`config.mk`:
```
export PLATFORM = sky130hd
export DESIGN_NAME = pkt_rd_ctrl
export DESIGN_NICKNAME = d
export VERILOG_FILES = /design/src/rtl/pkt_rd_ctrl.sv
export SDC_FILE = /design/constraint.sdc
export NUM_CORES = 1
export LEC_CHECK = 0
export BUFFER_PORTS_ARGS = -buffer_cell sky130_fd_sc_hd__buf_2
export CORE_UTILIZATION = 25
export DETAILED_ROUTE_END_ITERATION = 8
export GPL_TIMING_DRIVEN = 0
export PLACE_DENSITY = 0.44
export SYNTH_ARGS = -nofsm -noshare
export SYNTH_HDL_FRONTEND = slang
export SYNTH_SLANG_ARGS = --single-unit
```
`constraint.sdc`:
```
create_clock -name clk -period 8.6 [get_ports clk]
set_input_delay 1.29 -clock clk [delete_from_list [all_inputs] [get_ports clk]]
set_output_delay 1.29 -clock clk [all_outputs]
set_load 0.1 [all_outputs]
```
`src/rtl/pkt_rd_ctrl.sv`:
```
//==============================================================================
// pkt_rd_ctrl: credit-limited Avalon-MM burst reader that streams a packet's
// words into the shared packet FIFO.  Rev 1.0
//==============================================================================
`timescale 1ns/1ps
`default_nettype none

module pkt_rd_ctrl #(
  parameter int BURST_SIZE_WORDS      = 4,
  parameter int FIFO_DEPTH            = 512,
  parameter int MAX_OUTSTANDING_WORDS = 16
) (
  input  logic        clk,
  input  logic        reset,
  input  logic        start,
  input  logic [31:0] pkt_begin,
  input  logic [31:0] pkt_end,
  output logic        busy,
  output logic        done,
  output logic        len_err,
  output logic        wr_ctrl,
  output logic [31:0] fifo_in,
  output logic        wr_to_fifo,
  input  logic        full,
  input  logic [8:0]  usedw,
  output logic [31:0] address,
  output logic        read,
  output logic [15:0] burstcount,
  input  logic        waitrequest,
  input  logic [31:0] readdata,
  input  logic        readdatavalid
);

  localparam logic [1:0] c_IDLE  = 2'd0;
  localparam logic [1:0] c_REQ   = 2'd1;
  localparam logic [1:0] c_DRAIN = 2'd2;
  localparam logic [1:0] c_FLUSH = 2'd3;

  localparam logic [31:0] c_BURST    = 32'(BURST_SIZE_WORDS);
  localparam logic [31:0] c_FIFO_LIM = 32'(FIFO_DEPTH - 1);
  localparam logic [31:0] c_MAX_OUT  = 32'(MAX_OUTSTANDING_WORDS);

  logic [1:0]  r_state;
  logic        r_busy;
  logic        r_done;
  logic        r_len_err;
  logic        r_wr_ctrl;
  logic        r_read;
  logic [31:0] r_address;
  logic [15:0] r_burstcount;
  logic [31:0] r_next_addr;
  logic [31:0] r_req_left;
  logic [15:0] r_outstanding;

  logic [31:0] w_diff;
  logic        w_neg;
  logic [31:0] w_total;
  logic [31:0] w_bw;
  logic        w_credit_ok;
  logic        w_accept;
  logic        w_wr;
  logic [15:0] w_out_nxt;
  logic        w_unused_full;

  assign w_diff  = pkt_end - pkt_begin;
  assign w_neg   = pkt_end < pkt_begin;
  // ceil(len/4) without a 33-bit intermediate
  assign w_total = w_neg ? 32'd0 : ({2'b00, w_diff[31:2]} + {31'd0, |w_diff[1:0]});

  assign w_bw = (r_req_left < c_BURST) ? r_req_left : c_BURST;

  // Reserve FIFO room for every word already requested plus the new burst
  assign w_credit_ok = (({23'd0, usedw} + {16'd0, r_outstanding} + w_bw) <= c_FIFO_LIM) &&
                       (({16'd0, r_outstanding} + w_bw) <= c_MAX_OUT);

  assign w_accept  = r_read & ~waitrequest;
  assign w_wr      = readdatavalid & r_busy;
  assign w_out_nxt = r_outstanding + (w_accept ? r_burstcount : 16'd0) - {15'd0, w_wr};

  // Credit accounting makes a full FIFO unreachable, so full carries no control role
  assign w_unused_full = full;

  assign busy       = r_busy;
  assign done       = r_done;
  assign len_err    = r_len_err;
  assign wr_ctrl    = r_wr_ctrl;
  assign read       = r_read;
  assign address    = r_address;
  assign burstcount = r_burstcount;
  assign wr_to_fifo = w_wr;
  assign fifo_in    = w_wr ? readdata : 32'd0;

  always_ff @(posedge clk) begin
    if (!reset) begin
      r_state       <= c_IDLE;
      r_busy        <= 1'b0;
      r_done        <= 1'b0;
      r_len_err     <= 1'b0;
      r_wr_ctrl     <= 1'b0;
      r_read        <= 1'b0;
      r_address     <= 32'd0;
      r_burstcount  <= 16'd0;
      r_next_addr   <= 32'd0;
      r_req_left    <= 32'd0;
      r_outstanding <= 16'd0;
    end else begin
      r_done        <= 1'b0;
      r_wr_ctrl     <= 1'b0;
      r_outstanding <= w_out_nxt;

      case (r_state)
        c_IDLE: begin
          if (start) begin
            r_next_addr   <= {pkt_begin[31:2], 2'b00};
            r_req_left    <= w_total;
            r_len_err     <= w_neg;
            r_busy        <= 1'b1;
            r_wr_ctrl     <= 1'b1;
            r_outstanding <= 16'd0;
            r_state       <= (w_total == 32'd0) ? c_FLUSH : c_REQ;
          end
        end

        c_REQ: begin
          if (r_read) begin
            if (!waitrequest) begin
              r_read      <= 1'b0;
              r_next_addr <= r_next_addr + {14'd0, r_burstcount, 2'b00};
              r_req_left  <= r_req_left - {16'd0, r_burstcount};
              if (r_req_left == {16'd0, r_burstcount}) begin
                r_state <= c_DRAIN;
              end
            end
          end else if (w_credit_ok) begin
            r_read       <= 1'b1;
            r_address    <= r_next_addr;
            r_burstcount <= w_bw[15:0];
          end
        end

        c_DRAIN: begin
          if (w_out_nxt == 16'd0) begin
            r_state <= c_FLUSH;
            r_done  <= 1'b1;
          end
        end

        c_FLUSH: begin
          // The done cycle is spent in FLUSH; busy falls on the way out
          if (r_done) begin
            r_state <= c_IDLE;
            r_busy  <= 1'b0;
          end else begin
            r_done <= 1'b1;
          end
        end

        default: r_state <= c_IDLE;
      endcase
    end
  end

endmodule

`default_nettype wire

```
==> summary.md <==
| Metric | Value |
|---|---|
| Via density | 5.010 |
| Worst Path Max Fanout | 10 |
| Min Clock Period, post-route | ~8100 ps |
| Slowest Stage Delay on Critical Path | approximately 720 ps |
| Ys Warns | 0 |
| # rows | 83 |
| Clock Path Buffers | 2 |
| Nets | 2,245 |
| Via count | 13,410 |
| Startpoint types | flip-flop |
| Layout Area Growth over Synthesis | 20.35% |
| Run status | completed |
| Mapped Cells | 1,742 |
| Die X | between 200 and 250 um |
| Sequential fraction of the synthesis area | 20.14% |
| Post-synth EDFFs | 0 |
| Top-area cell type share of the netlist area | 20.14% |
| Initial Utilization | 25.33% |
| Starting DRT DRC Count | 834 |
| Final hold vios | 0 |
| Max cap viols | 0 |
| Detailed Routing Iterations Pass 1 | 7 |
| Hold-fix buffers, CTS | 0 |
| Clock transition at path regs | about 60 ps |
| Synthesized area per cell | 7.473 um^2 |
| Share of cells above drive strength 1 | 13.04% |
| WHS Path Cells | 2 |
| IO buf count | 193 |
| Dpl hpwl | 39,890 um |
| Unrepaired setup endpoints after global routing | no |
| Final worst setup slack | 523.9 ps |
| Reg2Reg Depth | 26 |
| Initial antenna violation count | 2 |
| First-pass GRT wire length | 73,710 um |
| Vias in the first global route | 12,930 |
| Slew headroom | 28.40% |
| Chip Height | 230.2 um |
| Global route overflow | 0 |
| Total Routing Usage GR | 17.78% |
| Pin count of the biggest net entering global routing | 17 |
| Worst Path Required | approximately 9000 ps |
| Slew Limit Fails | 0 |
| Die ar. | ~53,000 um^2 |
| Drc violations | 0 |
| DRT antenna net count | 0 |
| Synth Flop Type | dfxtp_1 |
| PD cells | about 250 nW/um^2 |
| Post-synthesis cell area | around 13,000 um^2 |
| Count leader, synth | nand2_1 |
| Core area | 51,410 um^2 |
| Synth top area cells | dfxtp_1, ha_1, nand2_1 |
| Crit path kind | flip-flop to flip-flop |
| Share of flip-flops with an asynchronous set or reset | 0% |
| Leading area contributor after synthesis | dfxtp_1 |
| Drt wl/cell | 17.94 um |
| Total I/O pin count | 197 |
| Clock skew | 14.68 ps |
| Static Leak | 6.824 nW |
| H-tree Lvls | 4 |
| Crit. End Element | flip-flop |
| Total Wirelength | 48,000 um |
| Worst-skew pair later-pin latency | 440 ps |
| Crit share post-route | 93.91% |
| CTS Sinks | 131 |
| VDD IR-drop max | 0.0001520 V |
| CTS root buf | clkbuf_16 |
| TNS Setup | 0 ps |
| Setup WS pre-CTS | ~250 ps |
| Worst EP arrival | about 8400 ps |
| Unique masters post-synth | 78 |
| Slowest library cell on the worst path | clkdlybuf4s15_1 |
| Pin slew with the least headroom to its limit | 1071 ps |
| Setup violations, final | 0 |
| Post-synth top cells | nand2_1, inv_1, ha_1 |
| Min-Delay Path Class | flip-flop to flip-flop |
| TritonCTS clock tree | yes |
| Filler cells | 5,654 |
| Synth Register Bits | between 100 and 150 |
| Fmax | 123.8 MHz |
| Post-CTS setup buffers | 0 |
| RePlAce Congestion | 0.8625 |
| CTS Buf Count | 17 |
## metal layers
metal,share of wire [%],vias to the layer above,track usage [%]
met3,3.3,48,1.215
met2,49,280,31.15
met1,46,6322,23.24
li1,-,6758,-
met5,0,-,0
met4,1.8,0,5.070
## area by class of cell
class,count,area [um^2],area share [%]
Buffer,72,285.3,1.821
Sequential cell,131,2623,16.74
Antenna cell,2,5.005,0.03194
Multi-Input combinational cell,1406,9642,61.54
Inverter,159,596.8,3.809
Tap cell,680,850.8,5.430
Clock inverter,12,225.2,1.437
Timing Repair Buffer,194,973.4,6.213
Clock buffer,20,466.7,2.979
## per-stage QoR
step | hold slack [ps] | power [W] | cells | instance area (um^2) | utilization (%)
finish | 455.7 | 0.003885 | 2676 | 15670 | 30.48
global route | 476.7 | 0.004192 | 2676 | 15670 | 30.48
CTS | 456.8 | 0.003870 | 2674 | 15650 | 30.44
detailed placement | 448.4 | 0.002991 | 2642 | 14950 | 29.09
global placement | 442.1 | 0.002984 | 2641 | 14930 | 29.05
floorplan | 454.5 | 0.002430 | 1768 | 13120 | -
## critical path: cells and delay by family, from the launching register on
kind            cells  cell delay (ps)
simple gates       11             3850
compound gates      7             1470
buf+inv             4             1120
fa+ha+maj           3              910
flops               1              370
mux                 1              240
## cell families (layout without fill, tap and decap cells)
group	after synthesis	in the layout	synth area share, %
compound gates	462	462	23.84
other cells	2	30	0.05769
buf+inv	231	457	6.727
simple gates	630	630	23.97
mux	40	40	3.085
fa+ha+maj	153	153	15.92
flops	131	131	20.14
xor+xnor	93	93	6.257
## where the power goes
group	switching, W	internal, W
registers	0.0000969	0.000698
logic	0.00140	0.000825
clock network	0.000299	0.000568
## path summary, 6_finish.rpt
kind                            slack, ps          end            from
worst max-delay path                  520  address[29]  r_req_left[16]
worst min-delay path                  460   address[2]      address[2]
worst max register to register        520  address[29]  r_req_left[16]
worst min register to register        460   address[2]      address[2]
## cells in the final DEF, fill, tap and decap left out, drive strengths merged, types with 9 or more instances in the layout
cell type | Yosys | routed
buf | 7 | 200
nand2 | 183 | 183
inv | 159 | 160
ha | 132 | 132
nor2 | 131 | 131
dfxtp | 131 | 131
a21oi | 109 | 109
o21ai | 93 | 93
clkbuf | 65 | 85
nor3 | 56 | 56
and3 | 54 | 54
xnor2 | 49 | 49
nand3 | 49 | 49
xor2 | 44 | 44
mux2i | 39 | 39
a21o | 32 | 32
nand4 | 29 | 29
conb | 2 | 28
a22oi | 27 | 27
nor4 | 25 | 25
o21a | 21 | 21
fa | 21 | 21
a211oi | 21 | 21
or3 | 18 | 18
nor2b | 17 | 17
and2 | 17 | 17
o211ai | 17 | 17
o22ai | 13 | 13
a31oi | 13 | 13
nand2b | 12 | 12
a21boi | 11 | 11
or4 | 10 | 10
o2111ai | 9 | 9
a221oi | 9 | 9
or2 | 9 | 9
## flip-flops by register name, indices dropped and copies added, names as in the netlist
name	count
wr_ctrl	1
r_next_addr	30
read	1
r_outstanding	16
r_req_left	32
address	30
burstcount	16
done	1
busy	1
len_err	1
r_state	2
## timing repair
item                                    in CTS  in global routing
gates resized for setup                      0                  2
endpoints found under the setup margin       0                 20
hold endpoints to repair                     0                  0
Power figures use the tool's default switching activity.
